File: src/rtl/signed_calc_seq_if.sv
// signed_calc_seq_if
//   Request/result bundle for the sequential signed calculator.
//   Parameter: WIDTH - operand width (2..16).
//   Signals:
//     Start      request, accepted only when the calculator is idle
//     M[1:0]     mode: 00 add, 01 sub, 10 mult, 11 div
//     A, B       WIDTH-bit two's-complement operands, sampled with Start
//     Out        2*WIDTH-bit registered result
//     Busy       operation in progress
//     Done       one-cycle completion pulse
//     Err        divide by zero / divider not built
//     Ovf        quotient not representable
//   Modports: master drives the request side, slave is the calculator.
interface signed_calc_seq_if #(
    parameter int WIDTH = 4
);
    logic                   Start;
    logic [1:0]             M;
    logic [WIDTH-1:0]       A;
    logic [WIDTH-1:0]       B;
    logic [2*WIDTH-1:0]     Out;
    logic                   Busy;
    logic                   Done;
    logic                   Err;
    logic                   Ovf;

    modport master (
        output Start, M, A, B,
        input  Out, Busy, Done, Err, Ovf
    );

    modport slave (
        input  Start, M, A, B,
        output Out, Busy, Done, Err, Ovf
    );
endinterface

File: src/rtl/signed_calc_seq.sv
// signed_calc_seq
//   Clocked signed calculator: add/sub in one cycle, multiply by
//   shift-add and divide by restoring division, WIDTH iterations each.
//   Divide output packs quotient low, remainder high; remainder follows
//   the sign of A (truncation toward zero).
//   Parameter: WIDTH - operand width (2..16).
//   Ports:
//     Clk    rising-edge clock
//     Reset  synchronous active-high reset, clears all state and outputs
//     bus    signed_calc_seq_if.slave (Start, M, A, B -> Out, Busy, Done,
//            Err, Ovf)
//   Build option: define SIGNED_CALC_DIV_EN to build the divider; without
//   it, M=11 completes in one cycle with Out=0, Err=1.
module signed_calc_seq #(
    parameter int WIDTH = 4
) (
    input logic              Clk,
    input logic              Reset,
    signed_calc_seq_if.slave bus
);
    localparam int CW = (WIDTH > 1) ? $clog2(WIDTH) : 1;
    localparam logic [CW-1:0] CNT_LAST = CW'(WIDTH - 1);
    localparam logic [WIDTH-1:0] MIN_VAL = {1'b1, {(WIDTH-1){1'b0}}};

    typedef enum logic [1:0] {IDLE, ITER, FIX, DONE} state_t;

    state_t               state;
    logic [CW-1:0]        cnt;
    logic [WIDTH-1:0]     mag_a;
    logic [2*WIDTH-1:0]   work;     // mult: {partial hi, multiplier}; div: {rem, dividend/quotient}
    logic [2*WIDTH-1:0]   res;
    logic                 res_sign;
    logic                 err_p;
    logic                 ovf_p;

    logic [WIDTH:0]       add_res;
    logic [WIDTH:0]       sub_res;
    logic [WIDTH-1:0]     abs_a;
    logic [WIDTH-1:0]     abs_b;
    logic [WIDTH:0]       mul_sum;
    logic [2*WIDTH-1:0]   mul_next;
    logic [2*WIDTH-1:0]   mul_prod;

`ifdef SIGNED_CALC_DIV_EN
    logic [WIDTH-1:0]     mag_b;
    logic                 a_sign;
    logic                 op_div;
    logic [WIDTH:0]       div_trial;
    logic [WIDTH:0]       div_diff;
    logic [2*WIDTH-1:0]   div_next;
    logic [WIDTH-1:0]     quo_fixed;
    logic [WIDTH-1:0]     rem_fixed;
`endif

    always_comb begin
        add_res  = {bus.A[WIDTH-1], bus.A} + {bus.B[WIDTH-1], bus.B};
        sub_res  = {bus.A[WIDTH-1], bus.A} - {bus.B[WIDTH-1], bus.B};
        abs_a    = bus.A[WIDTH-1] ? ('0 - bus.A) : bus.A;
        abs_b    = bus.B[WIDTH-1] ? ('0 - bus.B) : bus.B;
        // Right-shifting shift-add: add A into the high half when the
        // current multiplier LSB is set, then shift the whole pair.
        mul_sum  = {1'b0, work[2*WIDTH-1:WIDTH]} + (work[0] ? {1'b0, mag_a} : '0);
        mul_next = {mul_sum, work[WIDTH-1:1]};
        mul_prod = res_sign ? ('0 - work) : work;
`ifdef SIGNED_CALC_DIV_EN
        // Restoring step: shift next dividend bit into the remainder and
        // keep the subtraction only if it did not go negative.
        div_trial = {work[2*WIDTH-1:WIDTH], work[WIDTH-1]};
        div_diff  = div_trial - {1'b0, mag_b};
        div_next  = div_diff[WIDTH]
                  ? {div_trial[WIDTH-1:0], work[WIDTH-2:0], 1'b0}
                  : {div_diff[WIDTH-1:0],  work[WIDTH-2:0], 1'b1};
        quo_fixed = res_sign ? ('0 - work[WIDTH-1:0]) : work[WIDTH-1:0];
        rem_fixed = a_sign ? ('0 - work[2*WIDTH-1:WIDTH]) : work[2*WIDTH-1:WIDTH];
`endif
    end

    always_ff @(posedge Clk) begin
        if (Reset) begin
            state    <= IDLE;
            cnt      <= '0;
            mag_a    <= '0;
            work     <= '0;
            res      <= '0;
            res_sign <= 1'b0;
            err_p    <= 1'b0;
            ovf_p    <= 1'b0;
`ifdef SIGNED_CALC_DIV_EN
            mag_b    <= '0;
            a_sign   <= 1'b0;
            op_div   <= 1'b0;
`endif
            bus.Out  <= '0;
            bus.Busy <= 1'b0;
            bus.Done <= 1'b0;
            bus.Err  <= 1'b0;
            bus.Ovf  <= 1'b0;
        end else begin
            bus.Done <= 1'b0;
            case (state)
                IDLE: begin
                    // A Start coinciding with the Done pulse is dropped.
                    if (bus.Start && !bus.Done) begin
                        bus.Busy <= 1'b1;
                        err_p    <= 1'b0;
                        ovf_p    <= 1'b0;
                        cnt      <= '0;
                        res_sign <= bus.A[WIDTH-1] ^ bus.B[WIDTH-1];
                        case (bus.M)
                            2'b00: begin
                                res   <= {{(WIDTH-1){add_res[WIDTH]}}, add_res};
                                state <= DONE;
                            end
                            2'b01: begin
                                res   <= {{(WIDTH-1){sub_res[WIDTH]}}, sub_res};
                                state <= DONE;
                            end
                            2'b10: begin
                                mag_a  <= abs_a;
                                work   <= {{WIDTH{1'b0}}, abs_b};
`ifdef SIGNED_CALC_DIV_EN
                                op_div <= 1'b0;
`endif
                                state  <= ITER;
                            end
                            default: begin
`ifdef SIGNED_CALC_DIV_EN
                                if (bus.B == '0) begin
                                    res   <= '0;
                                    err_p <= 1'b1;
                                    state <= DONE;
                                end else begin
                                    mag_b  <= abs_b;
                                    work   <= {{WIDTH{1'b0}}, abs_a};
                                    a_sign <= bus.A[WIDTH-1];
                                    op_div <= 1'b1;
                                    ovf_p  <= (bus.A == MIN_VAL) && (bus.B == '1);
                                    state  <= ITER;
                                end
`else
                                res   <= '0;
                                err_p <= 1'b1;
                                state <= DONE;
`endif
                            end
                        endcase
                    end
                end
                ITER: begin
`ifdef SIGNED_CALC_DIV_EN
                    if (op_div) work <= div_next;
                    else        work <= mul_next;
`else
                    work <= mul_next;
`endif
                    cnt <= cnt + 1'b1;
                    if (cnt == CNT_LAST) state <= FIX;
                end
                FIX: begin
`ifdef SIGNED_CALC_DIV_EN
                    if (op_div) res <= {rem_fixed, quo_fixed};
                    else        res <= mul_prod;
`else
                    res <= mul_prod;
`endif
                    state <= DONE;
                end
                DONE: begin
                    bus.Out  <= res;
                    bus.Err  <= err_p;
                    bus.Ovf  <= ovf_p;
                    bus.Done <= 1'b1;
                    bus.Busy <= 1'b0;
                    state    <= IDLE;
                end
                default: state <= IDLE;
            endcase
        end
    end
endmodule
File: src/flat_wrapper.sv
// flat-port wrapper written by rule: the top's interface ports become plain ports
module signed_calc_seq_flat 
#(
    parameter int WIDTH = 4
)
  (Clk, Reset, bus_Start, bus_M, bus_A, bus_B, bus_Out, bus_Busy, bus_Done, bus_Err, bus_Ovf);
  signed_calc_seq_if #(.WIDTH(WIDTH)) bus_i ();
  input logic Clk;
  input logic Reset;
  input wire logic [$bits(bus_i.Start)-1:0] bus_Start;
  input wire logic [$bits(bus_i.M)-1:0] bus_M;
  input wire logic [$bits(bus_i.A)-1:0] bus_A;
  input wire logic [$bits(bus_i.B)-1:0] bus_B;
  output wire logic [$bits(bus_i.Out)-1:0] bus_Out;
  output wire logic [$bits(bus_i.Busy)-1:0] bus_Busy;
  output wire logic [$bits(bus_i.Done)-1:0] bus_Done;
  output wire logic [$bits(bus_i.Err)-1:0] bus_Err;
  output wire logic [$bits(bus_i.Ovf)-1:0] bus_Ovf;
  assign bus_i.Start = bus_Start;
  assign bus_i.M = bus_M;
  assign bus_i.A = bus_A;
  assign bus_i.B = bus_B;
  assign bus_Out = bus_i.Out;
  assign bus_Busy = bus_i.Busy;
  assign bus_Done = bus_i.Done;
  assign bus_Err = bus_i.Err;
  assign bus_Ovf = bus_i.Ovf;
  signed_calc_seq #(.WIDTH(WIDTH)) u_core (.Clk(Clk), .Reset(Reset), .bus(bus_i));
endmodule
File: config.mk
export PLATFORM = sky130hd
export DESIGN_NAME = signed_calc_seq_flat
export DESIGN_NICKNAME = d
export VERILOG_FILES = /design/src/rtl/signed_calc_seq_if.sv /design/src/rtl/signed_calc_seq.sv /design/src/flat_wrapper.sv
export SDC_FILE = /design/constraint.sdc
export NUM_CORES = 1
export LEC_CHECK = 0
export ABC_CLOCK_PERIOD_IN_PS = 4400
export CAP_MARGIN = 20
export CELL_PAD_IN_SITES_DETAIL_PLACEMENT = 0
export CELL_PAD_IN_SITES_GLOBAL_PLACEMENT = 1
export CORE_UTILIZATION = 42
export DETAILED_ROUTE_END_ITERATION = 10
export PLACE_DENSITY_LB_ADDON = 0.1
export SLEW_MARGIN = 5
export SYNTH_ARGS = -nofsm -noshare
export SYNTH_HDL_FRONTEND = slang
export SYNTH_SLANG_ARGS = --single-unit
File: constraint.sdc
create_clock -name Clk -period 4.4 [get_ports Clk]
set_clock_uncertainty 0.2 [all_clocks]
set_input_delay 1.32 -clock Clk [delete_from_list [all_inputs] [get_ports Clk]]
set_output_delay 1.32 -clock Clk [all_outputs]
set_load 0.005 [all_outputs]
==> flow_metrics.tcl, run 1 <==
set metrics [dict create \
    dpl.hpwl_um 3410 \
    dp.cells 340 \
    clk_pin_slew_ns 0.07 \
    grt_max_degree 23 \
    rows 26 \
    wl_um 4489 \
    cts_buffers 5 \
    clock_path_buffers 2 \
    antenna_found_initial 0 \
    synth_nets 291 \
    ctsHtreeMaxLevel 2 \
    dieArea_mm2 0.005610 \
    core_mm2 0.005107 \
    die_w_um 74.90 \
    finalSetupViolations 0 \
    leakagePower_uw 0.001027 \
    post-route-period-util_pct 91.68 \
    synthCells 258 \
    fin_setup_tns_ns 0 \
    wl_per_cell_um 12.90 \
    crit_type "in -> reg" \
    final_cell_count_no_fill 348 \
    drt_iter0_drc 51 \
    synth_top_area_share_pct 33.18 \
    drt_pre_antenna_iters 7 \
    cp_num_buf_inv 2 \
    crit_path_max_fanout 4 \
    arrival_ns 3.95 \
    ys.warnings.count 0 \
    num_antenna_cells 0 \
    ant_nets 0 \
    cts_tree "done" \
    crit_chain "clkdlybuf4s50_1 -> inv_1 -> ha_1 -> mux2_2 -> fa_1 -> nand2b_1 -> a21oi_1 -> xor2_1 -> mux2i_1 -> a311oi_1" \
    async_flop_share_pct 0 \
    start_util_pct 43.70 \
    required_ns 4.31 \
    p_sw_share_pct 35.77 \
    power.density_mw_per_mm2 441.2 \
    root_buffer "clkbuf_8" \
    min_period_ns 4.034 \
    endpoint_kind "flip-flop" \
    io_pins 25 \
    ys_seq_area_share_pct 33.18 \
    violations "design-rule violations" \
    clock_sinks 37 \
    grt_pass1_wl_um 7445 \
    synthTopCellsByCount "dfxtp_1, nor2_1, mux2i_1" \
    power.net_switching_uw 409.5 \
    whs_ns 0.2763 \
    outcome "complete, but fails checks" \
    grt_setup_unrepaired "false" \
    ys_seq_elements 37 \
    nFillCells 527 \
    fmax_mhz 247.9 \
    pwr-share-seq_pct 39.9 \
    postSynthAreaPerCell_um2 8.652 \
    synthFlopType "dfxtp_1" \
    ir_drop_v 0.0001480 \
    hold_viol 0 \
    cts_resized 0 \
    drive_gt1_share_pct 6.115 \
    synth.distinct_cells 42 \
    clkPwrFrac_pct 22.6 \
    fp.dieH_um 74.90 \
    synth-edff-count 0 \
    grt_pass1_vias 1596 \
    cp-start-kind "primary input" \
    layout.nets 310 \
    intPower_uw 735.4 \
    via_per_inst 5.032 \
    grtUsageTotal_pct 17.73 \
    num_vias 1751 \
    slew_violations 0 \
    slowest_delay_ns 0.52 \
    crit_family "adder cells" \
    routabilityCongestion 0.7655 \
    hold_class "reg -> reg" \
    syn_to_final_growth_pct 16.26 \
    netlist_area_mm2 0.002232 \
    post-cts-setup-buffers 0 \
    drcViolationCount 1 \
    total_power_uw 1145 \
    synth_top_area_cell "dfxtp_1" \
    cts-hold-fix-buffers 0 \
    worstMarginPinSlew_ns 1.015 \
    worstSkewPairLatency_ns 0.28 \
    cap_viol_max_count 0 \
    relSlewSlack_pct 31.91 \
    synth.area.top_cells "dfxtp_1, ha_1, mux2i_1" \
    p_comb_share_pct 37.5 \
    crit_slowest_cell "clkdlybuf4s50_1" \
    port-buffer-count 23 \
    grt_overflow 0 \
]
[cells by family after synthesis]
| family | Yosys count | share of synthesized area, % |
|---|---|---|
| AOI/OAI and AO/OA | 47 | 14.18 |
| adders and majority gates | 20 | 11.88 |
| and+or+nand+nor | 91 | 19.96 |
| muxes | 21 | 9.473 |
| other | 1 | 0.1680 |
| buffers and inverters | 28 | 6.054 |
| DFF | 37 | 33.18 |
| xor gates and xnor gates | 13 | 5.101 |
[power by group through the flow]
stage / logic (uW) / clock network, uW / registers [uW]
2_1_floorplan: 364 / 0 / 442
3_3_place_gp: 427 / 0 / 464
3_5_place_dp: 431 / 0 / 465
4_1_cts: 434 / 268 / 458
5_1_grt: 484 / 285 / 469
6_report: 430 / 258 / 457
[stage by stage]
step,worst slack [ns],util (%),area [um2]
after detailed placement,0.07069,48.82,2494
after floorplan,0.8572,-,2232
after CTS,0.3627,50.81,2595
after global routing,0.2271,50.81,2595
after global placement,0.1035,48.82,2494
final,0.3660,50.81,2595
[final timing paths]
| path | from | end | slack [ns] | cells after the start |
|---|---|---|---|---|
| setup reg to reg | u_core.state[0]$_SDFFE_PP0P_ | u_core.res[5]$_SDFFE_PP0P_ | 1.93 | 6 |
| hold / removal | u_core.err_p$_SDFFE_PP0P_ | u_core.err_p$_SDFFE_PP0P_ | 0.28 | 2 |
| hold reg to reg | u_core.err_p$_SDFFE_PP0P_ | u_core.err_p$_SDFFE_PP0P_ | 0.28 | 2 |
| setup / recovery | bus_B[1] | u_core.res[5]$_SDFFE_PP0P_ | 0.37 | 10 |
[worst reg2reg max path, stage by stage, from the launching register on]
cell and delay (ns):
dfxtp_1 0.34, inv_1 0.12, ha_1 0.47, inv_1 0.08, o21ai_1 0.81, nor2_1 0.09, a311oi_1 0.27
[layout make-up]
class                           instances  area [um2]  share of cell area, %
Timing Repair Buffer                   27       260.3                  10.03
Clock buffer                            7       96.34                  3.713
Clock inverter                          1       5.005                 0.1929
Multi-Input combinational cell        193        1356                  52.27
Inverter                               13       48.80                  1.880
Sequential cell                        37       740.7                  28.54
Tap cell                               70       87.58                  3.375
[state kept, by name, indices dropped and copies added (netlist names), 2 cells and up]
name,count
u_core.state,2
u_core.work,8
u_core.mag_a,4
u_core.cnt,2
u_core.res,8
u_core.bus.Out,8
[cell usage in the layout, fill, tap and decap left out, drive strengths merged, types with 3 or more instances in the layout]
cell type,netlist,final
clkbuf,5,7
and2,5,5
clkdlybuf4s50,0,23
ha,18,18
nand3,6,6
inv,13,13
a211oi,9,9
buf,10,4
a21oi,16,16
a21boi,3,3
mux2i,20,20
o21ai,6,6
nor3,5,5
dfxtp,37,37
nor2b,10,10
nand2,14,14
xor2,4,4
xnor2,9,9
nand2b,7,7
a311oi,5,5
nor2,37,37
[layer usage]
metal  global-route usage (%)  up-vias  part of all wire [%]
li1                         -      920                     -
met4                    6.499        0                   1.9
met5                        0        -                     0
met1                    24.19      797                    52
met2                    27.73       25                    44
met3                    3.614        9                   2.6
Power figures use the tool's default switching activity.
==> inputs of run 2 (changes only) <==
--- a/config.mk
+++ b/config.mk
@@ -11,6 +11,7 @@
 export CELL_PAD_IN_SITES_GLOBAL_PLACEMENT = 1
 export CORE_UTILIZATION = 42
 export DETAILED_ROUTE_END_ITERATION = 10
+export GPL_TIMING_DRIVEN = 1
 export PLACE_DENSITY_LB_ADDON = 0.1
 export SLEW_MARGIN = 5
 export SYNTH_ARGS = -nofsm -noshare
==> constraint.sdc (replaced) <==
create_clock -name Clk -period 4.4 [get_ports Clk]
set_clock_uncertainty 0.2 [all_clocks]
set_input_delay 1.32 -clock Clk [delete_from_list [all_inputs] [get_ports Clk]]
set_output_delay 1.32 -clock Clk [all_outputs]
set_load 0.02 [all_outputs]
==> results of run 2 <==
The final DEF is identical to that of run 1. Status: complete, but fails checks: design-rule violations.
Among the figures that moved: total power 1145 uW -> 1155 uW; worst IR drop on VDD 0.0001480 V -> 0.0001491 V
==> inputs of run 3 (changes only) <==
--- a/config.mk
+++ b/config.mk
@@ -9,10 +9,12 @@
 export CAP_MARGIN = 20
 export CELL_PAD_IN_SITES_DETAIL_PLACEMENT = 0
 export CELL_PAD_IN_SITES_GLOBAL_PLACEMENT = 1
+export CORE_MARGIN = 5
 export CORE_UTILIZATION = 42
 export DETAILED_ROUTE_END_ITERATION = 10
 export GPL_TIMING_DRIVEN = 1
 export PLACE_DENSITY_LB_ADDON = 0.1
+export SETUP_SLACK_MARGIN = 0.15
 export SLEW_MARGIN = 5
 export SYNTH_ARGS = -nofsm -noshare
 export SYNTH_HDL_FRONTEND = slang
==> run 3 against run 2 <==
The run now ends clean. Worst setup slack better by 0.037 ns. Via count shrank 0.51%. Fmax rose by 0.93%. Cell area decreased by 0.43%. Register-to-register slack better by 0.07 ns. Die area is 23% higher. Global-route usage is 3.9 points lower. Total power decreased by 2.5%. Cell count unchanged. Wire length rose by 0.91%. Critical endpoint is now u_core.res[7]$_SDFFE_PP0P_.
==> flow_metrics.tcl, run 3 (synthesis results as in run 1) <==
set metrics [dict create \
    antenna_found_initial 0 \
    fin_setup_tns_ns 0 \
    ctsHtreeMaxLevel 2 \
    ant_nets 0 \
    wl_per_cell_um 13.02 \
    io_pins 25 \
    dpl.hpwl_um 3417 \
    dieArea_mm2 0.006872 \
    worstSkewPairLatency_ns 0.28 \
    post-route-period-util_pct 90.83 \
    power.density_mw_per_mm2 435.9 \
    required_ns 4.32 \
    cts_buffers 5 \
    layout.nets 310 \
    clock_path_buffers 2 \
    cp-start-kind "primary input" \
    regToRegStartpoint "u_core.state[0]$_SDFFE_PP0P_" \
    drt_iter0_drc 60 \
    min_period_ns 3.997 \
    clk_pin_slew_ns 0.08 \
    grt_pass1_wl_um 7914 \
    hp-start "u_core.err_p$_SDFFE_PP0P_" \
    drt_pre_antenna_iters 4 \
    cts_tree "done" \
    cap_viol_max_count 0 \
    arrival_ns 3.92 \
    leakagePower_uw 0.001014 \
    nFillCells 544 \
    syn_to_final_growth_pct 15.75 \
    hold_viol 0 \
    r2r-end "u_core.res[7]$_SDFFE_PP0P_" \
    fp.dieH_um 82.90 \
    finalSetupViolations 0 \
    hold_end "u_core.err_p$_SDFFE_PP0P_" \
    wl_um 4530 \
    stdcell_area_mm2 0.002584 \
    slew_violations 0 \
    final_cell_mix "nor2_1, dfxtp_1, clkdlybuf4s50_1" \
    holdPathStages 2 \
    rows 26 \
    grt_overflow 0 \
    via_per_inst 5.006 \
    grt_setup_unrepaired "false" \
    relSlewSlack_pct 33.10 \
    endpoint_kind "flip-flop" \
    hold_class "reg -> reg" \
    worstMarginPinSlew_ns 0.9968 \
    ff2ff_path_depth 6 \
    die_w_um 82.90 \
    fmax_mhz 250.2 \
    grt_pass1_vias 1663 \
    num_vias 1742 \
    num_antenna_cells 0 \
    drcViolationCount 0 \
    crit_path_max_fanout 4 \
    clock_sinks 37 \
    grtUsageTotal_pct 13.85 \
    root_buffer "clkbuf_8" \
    start_util_pct 43.43 \
    ff2ff_setup_slack_ns 2.00 \
    core_mm2 0.005140 \
    ir_drop_v 0.0001737 \
    grt_max_degree 38 \
    reg_top3 "u_core.bus.Out (8), u_core.res (8), u_core.work (8)" \
    outcome "finished clean" \
    routabilityCongestion 0.8632 \
    crit_type "in -> reg" \
    drive_gt1_share_pct 6.475 \
    dpl-instance-area_mm2 0.002494 \
    port-buffer-count 23 \
]
[run 3: area by class of cell]
type                    instances  area [um2]  area share, %
repair buffers                 27       260.3          10.07
flip-flops and latches         37       740.7          28.67
multi-input cells             193        1360          52.64
clock buffers                   5       68.82          2.663
well taps                      70       87.58          3.390
inverters                      13       48.80          1.889
clock inverters                 3       17.52         0.6780
[run 3: worst max-delay path, cell delays in order]
cell             delay (ns)
clkdlybuf4s50_1        0.53
inv_1                  0.06
ha_1                   0.29
mux2_2                 0.29
fa_1                   0.41
nand2b_1               0.17
a21oi_1                0.16
xor2_1                 0.22
mux2i_2                0.33
a311oi_1               0.14
[run 3: routing by layer]
metal	GRT usage, %	share of wire, %	vias to the layer above
li1	-	-	922
met1	19.41	52	788
met2	21.06	43	27
met3	3.564	3.8	5
met4	3.566	1.2	0
met5	0	0	-
[run 3: where the power goes]
part	internal [uW]	switching (uW)	total [uW]
sequential	400	55.2	455
combinational	195	244	439
clock	109	123	232
total	704	422	1130
[run 3: per-stage QoR]
step	setup WS (ns)	power, uW	cells	utilization (%)	hold slack, ns
floorplan	0.8572	815.8	258	-	0.2448
global placement	0.09224	903.3	340	48.52	0.2623
detailed placement	0.05969	903.6	340	48.52	0.2664
CTS	0.3597	1140	348	50.19	0.2786
global route	0.1860	1233	348	50.27	0.3161
finish	0.4033	1126	348	50.27	0.2772
[run 3: worst max-delay path by stage]
stage / from / end / slack (ns) / cells after the start
3_5_place_dp: bus_B[1] / u_core.res[7]$_SDFFE_PP0P_ / 0.06 / 10
6_report: bus_B[1] / u_core.res[7]$_SDFFE_PP0P_ / 0.40 / 10
5_1_grt: bus_B[1] / u_core.res[4]$_SDFFE_PP0P_ / 0.19 / 10
3_3_place_gp: bus_B[1] / u_core.res[5]$_SDFFE_PP0P_ / 0.09 / 10
4_1_cts: bus_B[1] / u_core.res[7]$_SDFFE_PP0P_ / 0.36 / 10
2_1_floorplan: bus_B[0] / u_core.res[4]$_SDFFE_PP0P_ / 0.86 / 9
[run 3: repair_timing]
| action | CTS | global route |
|---|---|---|
| setup endpoints to repair | 0 | 4 |
| endpoints found under the hold margin | 0 | 0 |
| buffers inserted | 0 | 0 |
| hold buffers | 0 | 0 |
| gates resized for setup | 0 | 1 |
